**src/rtl/ibex_lsm_sched_if.sv**
```systemverilog
// Request, response, CSR and generator signals of the LSM scheduler.
// The scheduler uses the slave modport and the surrounding logic uses the master modport.
interface ibex_lsm_sched_if;
   logic        lsu_req_i;
   logic [31:0] lsu_addr_i;
   logic        lsu_gnt_o;
   logic        lsu_rvalid_o;
   logic        aux_req_i;
   logic [31:0] aux_addr_i;
   logic        aux_gnt_o;
   logic        aux_rvalid_o;
   logic [31:0] mask_o;
   logic        seed_we_i;
   logic [31:0] seed_wdata_i;
   logic        seed_busy_o;
   logic [31:0] gen_addr_o;
   logic [31:0] gen_seed_o;
   logic [31:0] gen_mask_i;

   modport slave (
      input  lsu_req_i, lsu_addr_i, aux_req_i, aux_addr_i,
      input  seed_we_i, seed_wdata_i, gen_mask_i,
      output lsu_gnt_o, lsu_rvalid_o, aux_gnt_o, aux_rvalid_o,
      output mask_o, seed_busy_o, gen_addr_o, gen_seed_o
   );

   modport master (
      output lsu_req_i, lsu_addr_i, aux_req_i, aux_addr_i,
      output seed_we_i, seed_wdata_i, gen_mask_i,
      input  lsu_gnt_o, lsu_rvalid_o, aux_gnt_o, aux_rvalid_o,
      input  mask_o, seed_busy_o, gen_addr_o, gen_seed_o
   );
endinterface

```
**src/rtl/ibex_lsm_sched.sv**
```systemverilog
// Arbiter and seed controller for the shared load/store-mask generator:
// round-robin LSU/AUX grants, CSR seed writes and periodic self-refresh.
module ibex_lsm_sched #(
   parameter logic [31:0] SeedResetVal  = 32'h0000_0001,
   parameter int unsigned RefreshPeriod = 256,
   parameter logic [31:0] RefreshAddr   = 32'hFFFF_FFFC
) (
   input  logic            clk_i,
   input  logic            rst_i,
   ibex_lsm_sched_if.slave bus
);
   localparam logic [15:0] LP_PERIOD = 16'(RefreshPeriod);

   typedef enum logic [1:0] {ST_IDLE, ST_RESEED, ST_REFRESH} state_e;

   state_e      r_state;
   state_e      w_state_next;
   logic [31:0] r_seed;
   logic [31:0] r_mask;
   logic        r_lsu_rvalid;
   logic        r_aux_rvalid;
   logic        r_prio_aux;
   logic [15:0] r_cnt;

   logic        w_cnt_full;
   logic        w_can_grant;
   logic        w_lsu_gnt;
   logic        w_aux_gnt;
   logic [31:0] w_gen_addr;

   assign w_cnt_full = (r_cnt == LP_PERIOD);

   always_comb begin
      w_state_next = r_state;
      w_can_grant  = 1'b0;
      w_lsu_gnt    = 1'b0;
      w_aux_gnt    = 1'b0;
      w_gen_addr   = 32'h0;

      // A CSR write pre-empts everything, including an in-flight refresh.
      if (bus.seed_we_i) begin
         w_state_next = ST_RESEED;
      end else begin
         case (r_state)
            ST_IDLE: begin
               if (w_cnt_full) w_state_next = ST_REFRESH;
               else            w_can_grant  = 1'b1;
            end
            ST_RESEED:  w_state_next = ST_IDLE;
            ST_REFRESH: w_state_next = ST_IDLE;
            default:    w_state_next = ST_IDLE;
         endcase
      end

      // r_prio_aux breaks ties only; a lone requester always wins.
      w_lsu_gnt = w_can_grant && bus.lsu_req_i && (!bus.aux_req_i || !r_prio_aux);
      w_aux_gnt = w_can_grant && bus.aux_req_i && (!bus.lsu_req_i ||  r_prio_aux);

      if (r_state == ST_REFRESH) w_gen_addr = RefreshAddr;
      else if (w_lsu_gnt)        w_gen_addr = bus.lsu_addr_i;
      else if (w_aux_gnt)        w_gen_addr = bus.aux_addr_i;
   end

   always_ff @(posedge clk_i or posedge rst_i) begin
      if (rst_i) begin
         r_state      <= ST_IDLE;
         r_seed       <= SeedResetVal;
         r_mask       <= 32'h0;
         r_lsu_rvalid <= 1'b0;
         r_aux_rvalid <= 1'b0;
         r_prio_aux   <= 1'b0;
         r_cnt        <= 16'h0;
      end else begin
         r_state      <= w_state_next;
         r_lsu_rvalid <= w_lsu_gnt;
         r_aux_rvalid <= w_aux_gnt;

         if (w_lsu_gnt || w_aux_gnt) begin
            r_mask     <= bus.gen_mask_i;
            r_prio_aux <= w_lsu_gnt;
         end

         if (bus.seed_we_i)               r_seed <= bus.seed_wdata_i;
         else if (r_state == ST_REFRESH)  r_seed <= bus.gen_mask_i;

         if (bus.seed_we_i || r_state == ST_REFRESH)
            r_cnt <= 16'h0;
         else if ((w_lsu_gnt || w_aux_gnt) && !w_cnt_full)
            r_cnt <= r_cnt + 16'd1;
      end
   end

   assign bus.lsu_gnt_o    = w_lsu_gnt;
   assign bus.aux_gnt_o    = w_aux_gnt;
   assign bus.lsu_rvalid_o = r_lsu_rvalid;
   assign bus.aux_rvalid_o = r_aux_rvalid;
   assign bus.mask_o       = r_mask;
   assign bus.seed_busy_o  = (r_state != ST_IDLE) || bus.seed_we_i;
   assign bus.gen_addr_o   = w_gen_addr;
   assign bus.gen_seed_o   = r_seed;
endmodule

```
**src/flat_wrapper.sv**
```systemverilog
// flat-port wrapper written by rule: the top's interface ports become plain ports
module ibex_lsm_sched_flat 
#(
   parameter logic [31:0] SeedResetVal  = 32'h0000_0001,
   parameter int unsigned RefreshPeriod = 256,
   parameter logic [31:0] RefreshAddr   = 32'hFFFF_FFFC
)
  (clk_i, rst_i, bus_lsu_req_i, bus_lsu_addr_i, bus_aux_req_i, bus_aux_addr_i, bus_seed_we_i, bus_seed_wdata_i, bus_gen_mask_i, bus_lsu_gnt_o, bus_lsu_rvalid_o, bus_aux_gnt_o, bus_aux_rvalid_o, bus_mask_o, bus_seed_busy_o, bus_gen_addr_o, bus_gen_seed_o);
  ibex_lsm_sched_if bus_i ();
  input  logic clk_i;
  input  logic rst_i;
  input wire logic [$bits(bus_i.lsu_req_i)-1:0] bus_lsu_req_i;
  input wire logic [$bits(bus_i.lsu_addr_i)-1:0] bus_lsu_addr_i;
  input wire logic [$bits(bus_i.aux_req_i)-1:0] bus_aux_req_i;
  input wire logic [$bits(bus_i.aux_addr_i)-1:0] bus_aux_addr_i;
  input wire logic [$bits(bus_i.seed_we_i)-1:0] bus_seed_we_i;
  input wire logic [$bits(bus_i.seed_wdata_i)-1:0] bus_seed_wdata_i;
  input wire logic [$bits(bus_i.gen_mask_i)-1:0] bus_gen_mask_i;
  output wire logic [$bits(bus_i.lsu_gnt_o)-1:0] bus_lsu_gnt_o;
  output wire logic [$bits(bus_i.lsu_rvalid_o)-1:0] bus_lsu_rvalid_o;
  output wire logic [$bits(bus_i.aux_gnt_o)-1:0] bus_aux_gnt_o;
  output wire logic [$bits(bus_i.aux_rvalid_o)-1:0] bus_aux_rvalid_o;
  output wire logic [$bits(bus_i.mask_o)-1:0] bus_mask_o;
  output wire logic [$bits(bus_i.seed_busy_o)-1:0] bus_seed_busy_o;
  output wire logic [$bits(bus_i.gen_addr_o)-1:0] bus_gen_addr_o;
  output wire logic [$bits(bus_i.gen_seed_o)-1:0] bus_gen_seed_o;
  assign bus_i.lsu_req_i = bus_lsu_req_i;
  assign bus_i.lsu_addr_i = bus_lsu_addr_i;
  assign bus_i.aux_req_i = bus_aux_req_i;
  assign bus_i.aux_addr_i = bus_aux_addr_i;
  assign bus_i.seed_we_i = bus_seed_we_i;
  assign bus_i.seed_wdata_i = bus_seed_wdata_i;
  assign bus_i.gen_mask_i = bus_gen_mask_i;
  assign bus_lsu_gnt_o = bus_i.lsu_gnt_o;
  assign bus_lsu_rvalid_o = bus_i.lsu_rvalid_o;
  assign bus_aux_gnt_o = bus_i.aux_gnt_o;
  assign bus_aux_rvalid_o = bus_i.aux_rvalid_o;
  assign bus_mask_o = bus_i.mask_o;
  assign bus_seed_busy_o = bus_i.seed_busy_o;
  assign bus_gen_addr_o = bus_i.gen_addr_o;
  assign bus_gen_seed_o = bus_i.gen_seed_o;
  ibex_lsm_sched #(.SeedResetVal(SeedResetVal), .RefreshPeriod(RefreshPeriod), .RefreshAddr(RefreshAddr)) u_core (.clk_i(clk_i), .rst_i(rst_i), .bus(bus_i));
endmodule
```
**config.mk**
```make
export PLATFORM = sky130hd
export DESIGN_NAME = ibex_lsm_sched_flat
export DESIGN_NICKNAME = d
export VERILOG_FILES = /design/src/rtl/ibex_lsm_sched_if.sv /design/src/rtl/ibex_lsm_sched.sv /design/src/flat_wrapper.sv
export SDC_FILE = /design/constraint.sdc
export NUM_CORES = 1
export LEC_CHECK = 0
export ABC_CLOCK_PERIOD_IN_PS = 4150
export CAP_MARGIN = 20
export CORE_ASPECT_RATIO = 1.5
export CORE_MARGIN = 1
export CORE_UTILIZATION = 38
export DETAILED_ROUTE_END_ITERATION = 10
export PLACE_DENSITY = 0.8
export SYNTH_ARGS = -nofsm -noshare
export SYNTH_HDL_FRONTEND = slang
export SYNTH_SLANG_ARGS = --single-unit
```
**constraint.sdc**
```tcl
create_clock -name clk_i -period 4.15 [get_ports clk_i]
set_input_delay 1.0375 -clock clk_i [delete_from_list [all_inputs] [get_ports clk_i]]
set_output_delay 1.0375 -clock clk_i [all_outputs]
set_load 0.05 [all_outputs]
```
After elaboration in Yosys (flattened, before gate mapping)
Cells that the tools add are included.
- flip-flop bits (word level): 85
- input port bits: 133
- output and inout port bits: 101
- logic and storage cells: 42
- $add $sub $neg: 1
- eq/ne operators: 3
- muxes and demuxes: 13
- reduce and logical (&&, ||, !) cells: 18
- operator list (kind ; count):
    $mux W32 ; 5
    $mux W16 ; 2
    $add A16 B1 Y16 const B ; 1
    $eq A16 B9 Y1 const B ; 1
    $mux W2 ; 3
    $reduce_bool A2 Y1 ; 3
    $logic_and A1 B1 Y1 ; 5
    $logic_or A1 B1 Y1 ; 5
    $logic_not A1 Y1 ; 4
    $mux W1 ; 3
    $ne A3 B2 Y1 const B ; 1
    $eq A2 B2 Y1 const B ; 1
    $logic_not A2 Y1 ; 1

Logic depth before layout (Yosys ltp)
Gate-level depths: netlist of the first run.
- word-level depth: 10
- depth in mapped cells: 8
- depth with buffers taken out: 6

Least setup slack after synthesis of the first run
No wires, ideal clock.
- kind: in2out
- from: input port bus_seed_we_i
- to: output port bus_gen_addr_o[25]
- data arrival time: 3.381 ns
- data required time: 3.113 ns
- path slack: -0.269 ns
- stages on the path: 5
- buffers on the path: 2
- cells stage by stage: or3_1 -> buf_2 -> nor3_1 -> clkbuf_1 -> a221o_1
- longest elaborated chain between the ends: 6
- elaborated cells between the ends (all ways): 8
- those cells by class: 4 x mux; 4 x reduce/logical
- ends and longest elaborated chain (element ; line ; source):
    from (decl) ; flat_wrapper.sv:16 ; input wire logic [$bits(bus_i.seed_we_i)-1:0] bus_seed_we_i;
    $mux W1 ; ibex_lsm_sched.sv:41 ; if (bus.seed_we_i) begin
    $logic_and A1 B1 Y1 (2 in a row) ; ibex_lsm_sched.sv:57 ; w_aux_gnt = w_can_grant && bus.aux_req_i && (!bus.lsu_req_i || r_prio_aux);
    net bus_aux_gnt_o ; flat_wrapper.sv:21 ; output wire logic [$bits(bus_i.aux_gnt_o)-1:0] bus_aux_gnt_o;
    $mux W32 ; ibex_lsm_sched.sv:61 ; else if (w_aux_gnt) w_gen_addr = bus.aux_addr_i;
    $mux W32 ; ibex_lsm_sched.sv:60 ; else if (w_lsu_gnt) w_gen_addr = bus.lsu_addr_i;
    $mux W32 ; ibex_lsm_sched.sv:59 ; if (r_state == ST_REFRESH) w_gen_addr = RefreshAddr;
    to (decl) ; flat_wrapper.sv:25 ; output wire logic [$bits(bus_i.gen_addr_o)-1:0] bus_gen_addr_o;
The timed path passes the listed nets, and every way through them passes these cells.

Final worst setup path of the first run
- from: input port bus_seed_we_i
- to: output port bus_gen_addr_o[5]
- longest elaborated chain between the ends: 6
- elaborated cells between the ends (all ways): 8
- those cells by class: 4 x mux; 4 x reduce/logical
- ends and longest elaborated chain (element ; line):
    $mux W1 (*) ; ibex_lsm_sched.sv:41
    $logic_and A1 B1 Y1 (2 in a row) ; ibex_lsm_sched.sv:57
    $mux W32 ; ibex_lsm_sched.sv:61
    $mux W32 (*) ; ibex_lsm_sched.sv:60
    $mux W32 (*) ; ibex_lsm_sched.sv:59
Mark *: on every way between the ends. The rest lies on a longest branch, timed or not.

==> impl_metrics.py, run 1 <==
metrics = {
    "status": {
        "status": "completed",
    },
    "pwr": {
        "ir_drop_uv": 304,
        "power.leakage_nw": 2.87,
        "power_density_nw_per_um2": 385,
    },
    "timing": {
        "setup_viol": 0,
        "hold_ws_ns": 0.504,
        "clock_skew_ns": 0.0102,
        "finalSetupTns_ns": 0,
        "drv_slew": 0,
        "timing.final.crit_share_pct": 91.2,
        "max_freq_ghz": 0.264,
        "hold_viol": 0,
        "min_period_ns": 3.78,
        "slew_headroom_pct": 45.6,
        "tightest_slew_ns": 0.814,
        "rsz0062_at_grt": "false",
    },
    "die": {
        "num_io_pins": 234,
        "initial_core_util_pct": 38.7,
        "row_count": 46,
        "chipWidth_um": 86.6,
        "die_h_um": 129,
        "coreArea_um2": 10500,
        "fp.dieArea_um2": 11200,
    },
    "detailed_routing": {
        "dr.pass1.iters": 4,
        "route.vias.total": 3855,
        "wl_per_cell_um": 17.9,
        "ant_nets": 0,
        "drt_wl_total_mm": 13.2,
        "via_per_inst": 5.22,
        "drc": 0,
        "first_iter_violations": 136,
    },
    "place": {
        "io_buffers": 233,
        "dp_hpwl_mm": 10.1,
        "finalWeightedCongestion": 0.843,
    },
    "yosys": {
        "ys_seq_elements": 85,
        "yosysSeqAreaShare_pct": 52.2,
        "mappedNetlistNets": 503,
        "ys.warnings.count": 0,
        "avgSynthCellArea_um2": 11.1,
        "syn_inst": 368,
        "syn_area_um2": 4080,
        "yosysUniqueCellTypes": 33,
    },
    "cts": {
        "cts_max_path_buffers": 2,
        "post_cts_buffers": 0,
        "numCtsBuffers": 9,
        "worstSkewPairLatency_ns": 0.34,
        "hold_buffers": 0,
        "cts_root_buf": "clkbuf_16",
        "cts_tree": "done",
        "cts_sinks": 85,
        "cts.repair.resized": 0,
        "h-tree-depth": 3,
        "clk_pin_slew_ns": 0.06,
    },
    "final_layout": {
        "diodes": 0,
        "drive_above_1_share_pct": 17.5,
        "final_nets": 725,
        "syn_to_final_growth_pct": 77.9,
    },
    "critical_path": {
        "path_class": "input pin to output port",
        "required_ns": 3.11,
        "critPathMaxFanout": 35,
        "endpoint_kind": "output port",
        "cp.arrival_ns": 2.75,
        "r2r_cells": 5,
        "startpoint_type": "input pin",
    },
    "worst_hold_path": {
        "hold_path_depth": 1,
        "min_path_type": "register to register",
    },
    "global_route": {
        "antenna_found_initial": 1,
        "grt_pass1_wl_mm": 20.3,
        "global_route.usage.total_pct": 23.9,
        "grt_pass1_vias": 3932,
        "grt.overflow.total": 0,
        "grt_max_degree": 70,
    },
    "job": {
        "drv_cap": 0,
    },
}
==> power breakdown <==
part,switching (W),total [W],internal [W]
combinational,0.000556,0.000964,0.000409
clock,0.000332,0.000860,0.000528
sequential,0.0000501,0.000971,0.000921
total,0.000937,0.00280,0.00186
==> worst max-delay path, stage by stage <==
cell       delay, ns
buf_2           0.11
or3_1           0.53
a2111oi_4       0.44
buf_12          0.24
a221o_1         0.23
buf_12          0.15
==> layout make-up <==
| cell class | instances | area [um2] |
|---|---|---|
| clock buffer | 10 | 229 |
| clock inverter | 6 | 87.6 |
| fill | 773 | 3270 |
| inverter | 10 | 38.8 |
| multi-input combinational | 244 | 1830 |
| sequential | 85 | 2130 |
| tap | 144 | 180 |
| timing repair buffer | 240 | 2770 |
==> state kept, by name (all words and copies together), names as in the netlist <==
| register | cells |
|---|---|
| u_core.bus.gen_seed_o | 32 |
| u_core.bus.mask_o | 32 |
| u_core.r_cnt | 16 |
| u_core.r_state | 2 |
| u_core.bus.aux_rvalid_o | 1 |
| u_core.bus.lsu_rvalid_o | 1 |
| u_core.r_prio_aux | 1 |
==> synthesized netlist by cell type <==
master / instances / area (um2)
o211ai_1: 2 / 15.0
a2111oi_2: 1 / 15.0
nand4_1: 4 / 25.0
nor3b_1: 1 / 7.51
mux2_2: 33 / 372
ha_1: 2 / 25.0
clkbuf_1: 16 / 60.1
a221o_1: 30 / 300
nor2b_1: 2 / 12.5
a22o_1: 2 / 17.5
o21ai_0: 43 / 215
mux2i_1: 34 / 340
nor4_1: 4 / 25.0
nor3_1: 3 / 15.0
buf_1: 4 / 15.0
o221ai_1: 2 / 17.5
or2_2: 2 / 12.5
dfstp_2: 1 / 26.3
clkbuf_2: 2 / 10.0
xnor2_1: 2 / 17.5
o21bai_1: 1 / 7.51
o31ai_1: 1 / 7.51
or4_1: 3 / 22.5
nand3_1: 7 / 35.0
dfrtp_1: 84 / 2100
or3_1: 9 / 56.3
and4_1: 2 / 17.5
nor2_1: 8 / 30.0
a21oi_1: 6 / 30.0
inv_1: 10 / 37.5
nand2_1: 39 / 146
nor4b_1: 1 / 8.76
buf_2: 7 / 35.0
==> cell usage in the layout, fill, tap and decap left out, types with 2 or more instances in the layout <==
cell / instances
a21oi_1: 6
a221o_1: 24
a221o_2: 6
a22o_1: 2
and4_1: 2
buf_12: 38
buf_4: 4
bufinv_16: 2
clkbuf_16: 9
clkdlybuf4s50_1: 197
clkinv_2: 3
dfrtp_1: 84
ha_1: 2
inv_1: 9
mux2_2: 33
mux2i_1: 34
nand2_1: 39
nand3_1: 7
nand4_1: 4
nor2_1: 8
nor3_1: 2
nor4_1: 4
o211ai_1: 2
o21ai_0: 43
o221ai_1: 2
or2_2: 2
or3_1: 9
or4_1: 3
xnor2_1: 2
==> through the flow <==
| step | instance area (um2) | power (W) | std cells | util, % | worst slack (ns) |
|---|---|---|---|---|---|
| after floorplan | 4090 | 0.00151 | 368 | - | 0.00338 |
| after global placement | 6940 | 0.00193 | 723 | 65.9 | 0.424 |
| after detailed placement | 6940 | 0.00195 | 723 | 65.9 | 0.370 |
| after CTS | 7260 | 0.00282 | 739 | 68.9 | 0.368 |
| after global routing | 7260 | 0.00290 | 739 | 68.9 | 0.304 |
| final | 7260 | 0.00280 | 739 | 68.9 | 0.366 |
==> routing by layer <==
metal,wire length (um),part of all wire [%],GRT usage (%),vias to the layer above
met3,1180,8.9,8.08,22
met1,4730,36,25.6,1839
li1,-,-,-,1804
met5,11,0.083,0,-
met2,6990,53,43.2,188
met4,289,2.2,8.63,2
==> logic make-up (layout without fill, tap and decap cells) <==
kind of cell	after synthesis	count (layout)	share of synthesized area, %
compound gates	88	88	15.3
flops	85	85	52.2
simple gates	85	85	10.1
mux	67	67	17.4
buf+inv	39	266	3.86
fa+ha+maj	2	2	0.613
xor+xnor	2	2	0.429
==> worst paths after layout <==
kind	from	to	slack, ns
setup reg to reg	u_core.r_state[0]$_DFFE_PP0P_	u_core.r_cnt[1]$_DFFE_PP0P_	1.73
hold / removal	u_core.bus.mask_o[22]$_DFFE_PP0P_	u_core.bus.mask_o[22]$_DFFE_PP0P_	0.50
hold reg to reg	u_core.bus.mask_o[22]$_DFFE_PP0P_	u_core.bus.mask_o[22]$_DFFE_PP0P_	0.50
max in group asynchronous	rst_i	u_core.bus.mask_o[27]$_DFFE_PP0P_	2.29
min in group asynchronous	rst_i	u_core.bus.gen_seed_o[10]$_DFFE_PP0N_	1.08
setup / recovery	bus_seed_we_i	bus_gen_addr_o[5]	0.37
(Power assumes the default switching activity.)
==> run 2, diff against run 1 <==
--- a/config.mk
+++ b/config.mk
@@ -10,6 +10,7 @@
 export CORE_ASPECT_RATIO = 1.5
 export CORE_MARGIN = 1
 export CORE_UTILIZATION = 38
+export CTS_BUF_LIST = sky130_fd_sc_hd__clkbuf_16
 export DETAILED_ROUTE_END_ITERATION = 10
 export PLACE_DENSITY = 0.8
 export SYNTH_ARGS = -nofsm -noshare
==> impl_metrics.py, run 2 (synthesis gave the netlist of run 1 again) <==
metrics = {
    "status": {
        "status": "completed",
    },
    "critical_path": {
        "rrSetupSlack_ns": 1.73,
        "reg2reg_from": "u_core.r_state[0]$_DFFE_PP0P_",
        "r2r_end": "u_core.r_cnt[1]$_DFFE_PP0P_",
        "crit_chain": "buf_2 > or3_1 > a2111oi_4 > buf_12 > a221o_1 > buf_12",
        "slowest_delay_ns": 0.53,
        "cp_common_cell": "buf_12",
        "startpoint_type": "input pin",
        "required_ns": 3.11,
        "path_class": "input pin to output port",
        "endpoint_kind": "output port",
        "cp.arrival_ns": 2.75,
        "r2r_cells": 5,
        "cpMaxStageDelayCell": "or3_1",
        "critPathMaxFanout": 35,
    },
    "pwr": {
        "power.total_w": 0.00279,
        "power_density_nw_per_um2": 385,
        "ir_drop_uv": 304,
        "power.leakage_nw": 2.87,
    },
    "worst_hold_path": {
        "min_path_type": "register to register",
        "hold_end": "u_core.bus.mask_o[22]$_DFFE_PP0P_",
        "hold_start": "u_core.bus.mask_o[22]$_DFFE_PP0P_",
        "hold_path_depth": 1,
    },
    "timing": {
        "setup_viol": 0,
        "timing.final.crit_share_pct": 91.2,
        "finalWorstSetupSlack_ns": 0.366,
        "min_period_ns": 3.78,
        "slew_headroom_pct": 45.6,
        "rsz0062_at_grt": "false",
        "max_freq_ghz": 0.264,
        "drv_slew": 0,
        "clock_skew_ns": 0.0103,
        "hold_viol": 0,
        "tightest_slew_ns": 0.814,
        "finalSetupTns_ns": 0,
    },
    "final_layout": {
        "fin_area_um2": 7260,
        "syn_to_final_growth_pct": 77.9,
        "fin_cells": 739,
        "layout_common_cells": "clkdlybuf4s50_1 (197), dfrtp_1 (84), o21ai_0 (43)",
        "final_nets": 725,
        "diodes": 0,
        "drive_above_1_share_pct": 17.5,
        "layout_commonest_cell": "clkdlybuf4s50_1",
    },
    "cts": {
        "clk_pin_slew_ns": 0.06,
        "cts_max_path_buffers": 2,
        "cts_tree": "done",
        "cts.repair.resized": 0,
        "numCtsBuffers": 9,
        "h-tree-depth": 3,
        "cts_root_buf": "clkbuf_16",
        "hold_buffers": 0,
        "worstSkewPairLatency_ns": 0.34,
        "cts_sinks": 85,
        "post_cts_buffers": 0,
    },
    "detailed_routing": {
        "dr.pass1.iters": 4,
        "ant_nets": 0,
        "drc": 0,
        "first_iter_violations": 146,
        "wl_per_cell_um": 17.9,
        "via_per_inst": 5.21,
        "drt_wl_total_mm": 13.2,
        "route.vias.total": 3853,
    },
    "place": {
        "dp_hpwl_mm": 10.1,
        "post_dp_cell_area_um2": 6940,
        "dp.cells": 723,
        "io_buffers": 233,
        "finalWeightedCongestion": 0.843,
        "dpl_worst_slack_ns": 0.370,
    },
    "die": {
        "initial_core_util_pct": 38.7,
        "coreArea_um2": 10500,
        "chipWidth_um": 86.6,
        "die_h_um": 129,
        "fp.dieArea_um2": 11200,
        "row_count": 46,
        "num_io_pins": 234,
    },
    "global_route": {
        "grt.overflow.total": 0,
        "global_route.usage.total_pct": 23.9,
        "grt_pass1_vias": 3932,
        "antenna_found_initial": 1,
        "grt_max_degree": 70,
        "grt_pass1_wl_mm": 20.3,
    },
    "job": {
        "drv_cap": 0,
    },
}
[run 2: changes by cell type in the layout (fill, tap and decap cells not counted), sizes merged]
cell / delta
clkbuf: -1
inv: +1
[run 2: worst max path at each step]
stage | slack (ns) | from | endpoint
floorplan | 0.003 | bus_seed_we_i | bus_gen_addr_o[0]
global route | 0.30 | bus_seed_we_i | bus_gen_addr_o[2]
CTS | 0.37 | bus_seed_we_i | bus_gen_addr_o[5]
finish | 0.37 | bus_seed_we_i | bus_gen_addr_o[5]
detailed placement | 0.37 | bus_seed_we_i | bus_gen_addr_o[5]
global placement | 0.42 | bus_seed_we_i | bus_gen_addr_o[22]
[run 2: per-stage QoR]
stage          hold WS, ns  util [%]
6_report             0.504      68.9
5_1_grt              0.515      68.9
4_1_cts              0.507      68.9
3_5_place_dp         0.492      65.9
3_3_place_gp         0.489      65.9
2_1_floorplan        0.496         -
[run 2: layout make-up]
type	instances	area, um2
Clock buffer	9	225
Clock inverter	7	91.3
Fill cell	773	3270
Inverter	10	38.8
Multi-Input combinational cell	244	1830
Sequential cell	85	2130
Tap cell	144	180
Timing Repair Buffer	240	2770
[run 2: layer usage]
layer	vias to the layer above	routed length, um	GRT usage [%]
li1	1805	-	-
met1	1836	4730	25.6
met2	188	6990	43.2
met3	22	1180	8.08
met4	2	289	8.63
met5	-	11	0
[run 2: report_power, final]
group	internal [W]	switching, W
registers	0.000921	0.0000501
logic	0.000409	0.000556
clock network	0.000526	0.000331
total	0.00186	0.000937
[run 2: worst max-delay path: cells and delay by family]
family / cells / cell delay, ns
AO/OA/AOI/OAI: 2 / 0.67
buffers and inverters: 3 / 0.50
AND/OR/NAND/NOR: 1 / 0.53
==> run 3, diff against run 2 <==
--- a/config.mk
+++ b/config.mk
@@ -11,6 +11,7 @@
 export CORE_MARGIN = 1
 export CORE_UTILIZATION = 38
 export CTS_BUF_LIST = sky130_fd_sc_hd__clkbuf_16
+export CTS_CLUSTER_DIAMETER = 40
 export DETAILED_ROUTE_END_ITERATION = 10
 export PLACE_DENSITY = 0.8
 export SYNTH_ARGS = -nofsm -noshare
==> results of run 3 <==
The final DEF is identical to that of run 2; final timing and power are the same.
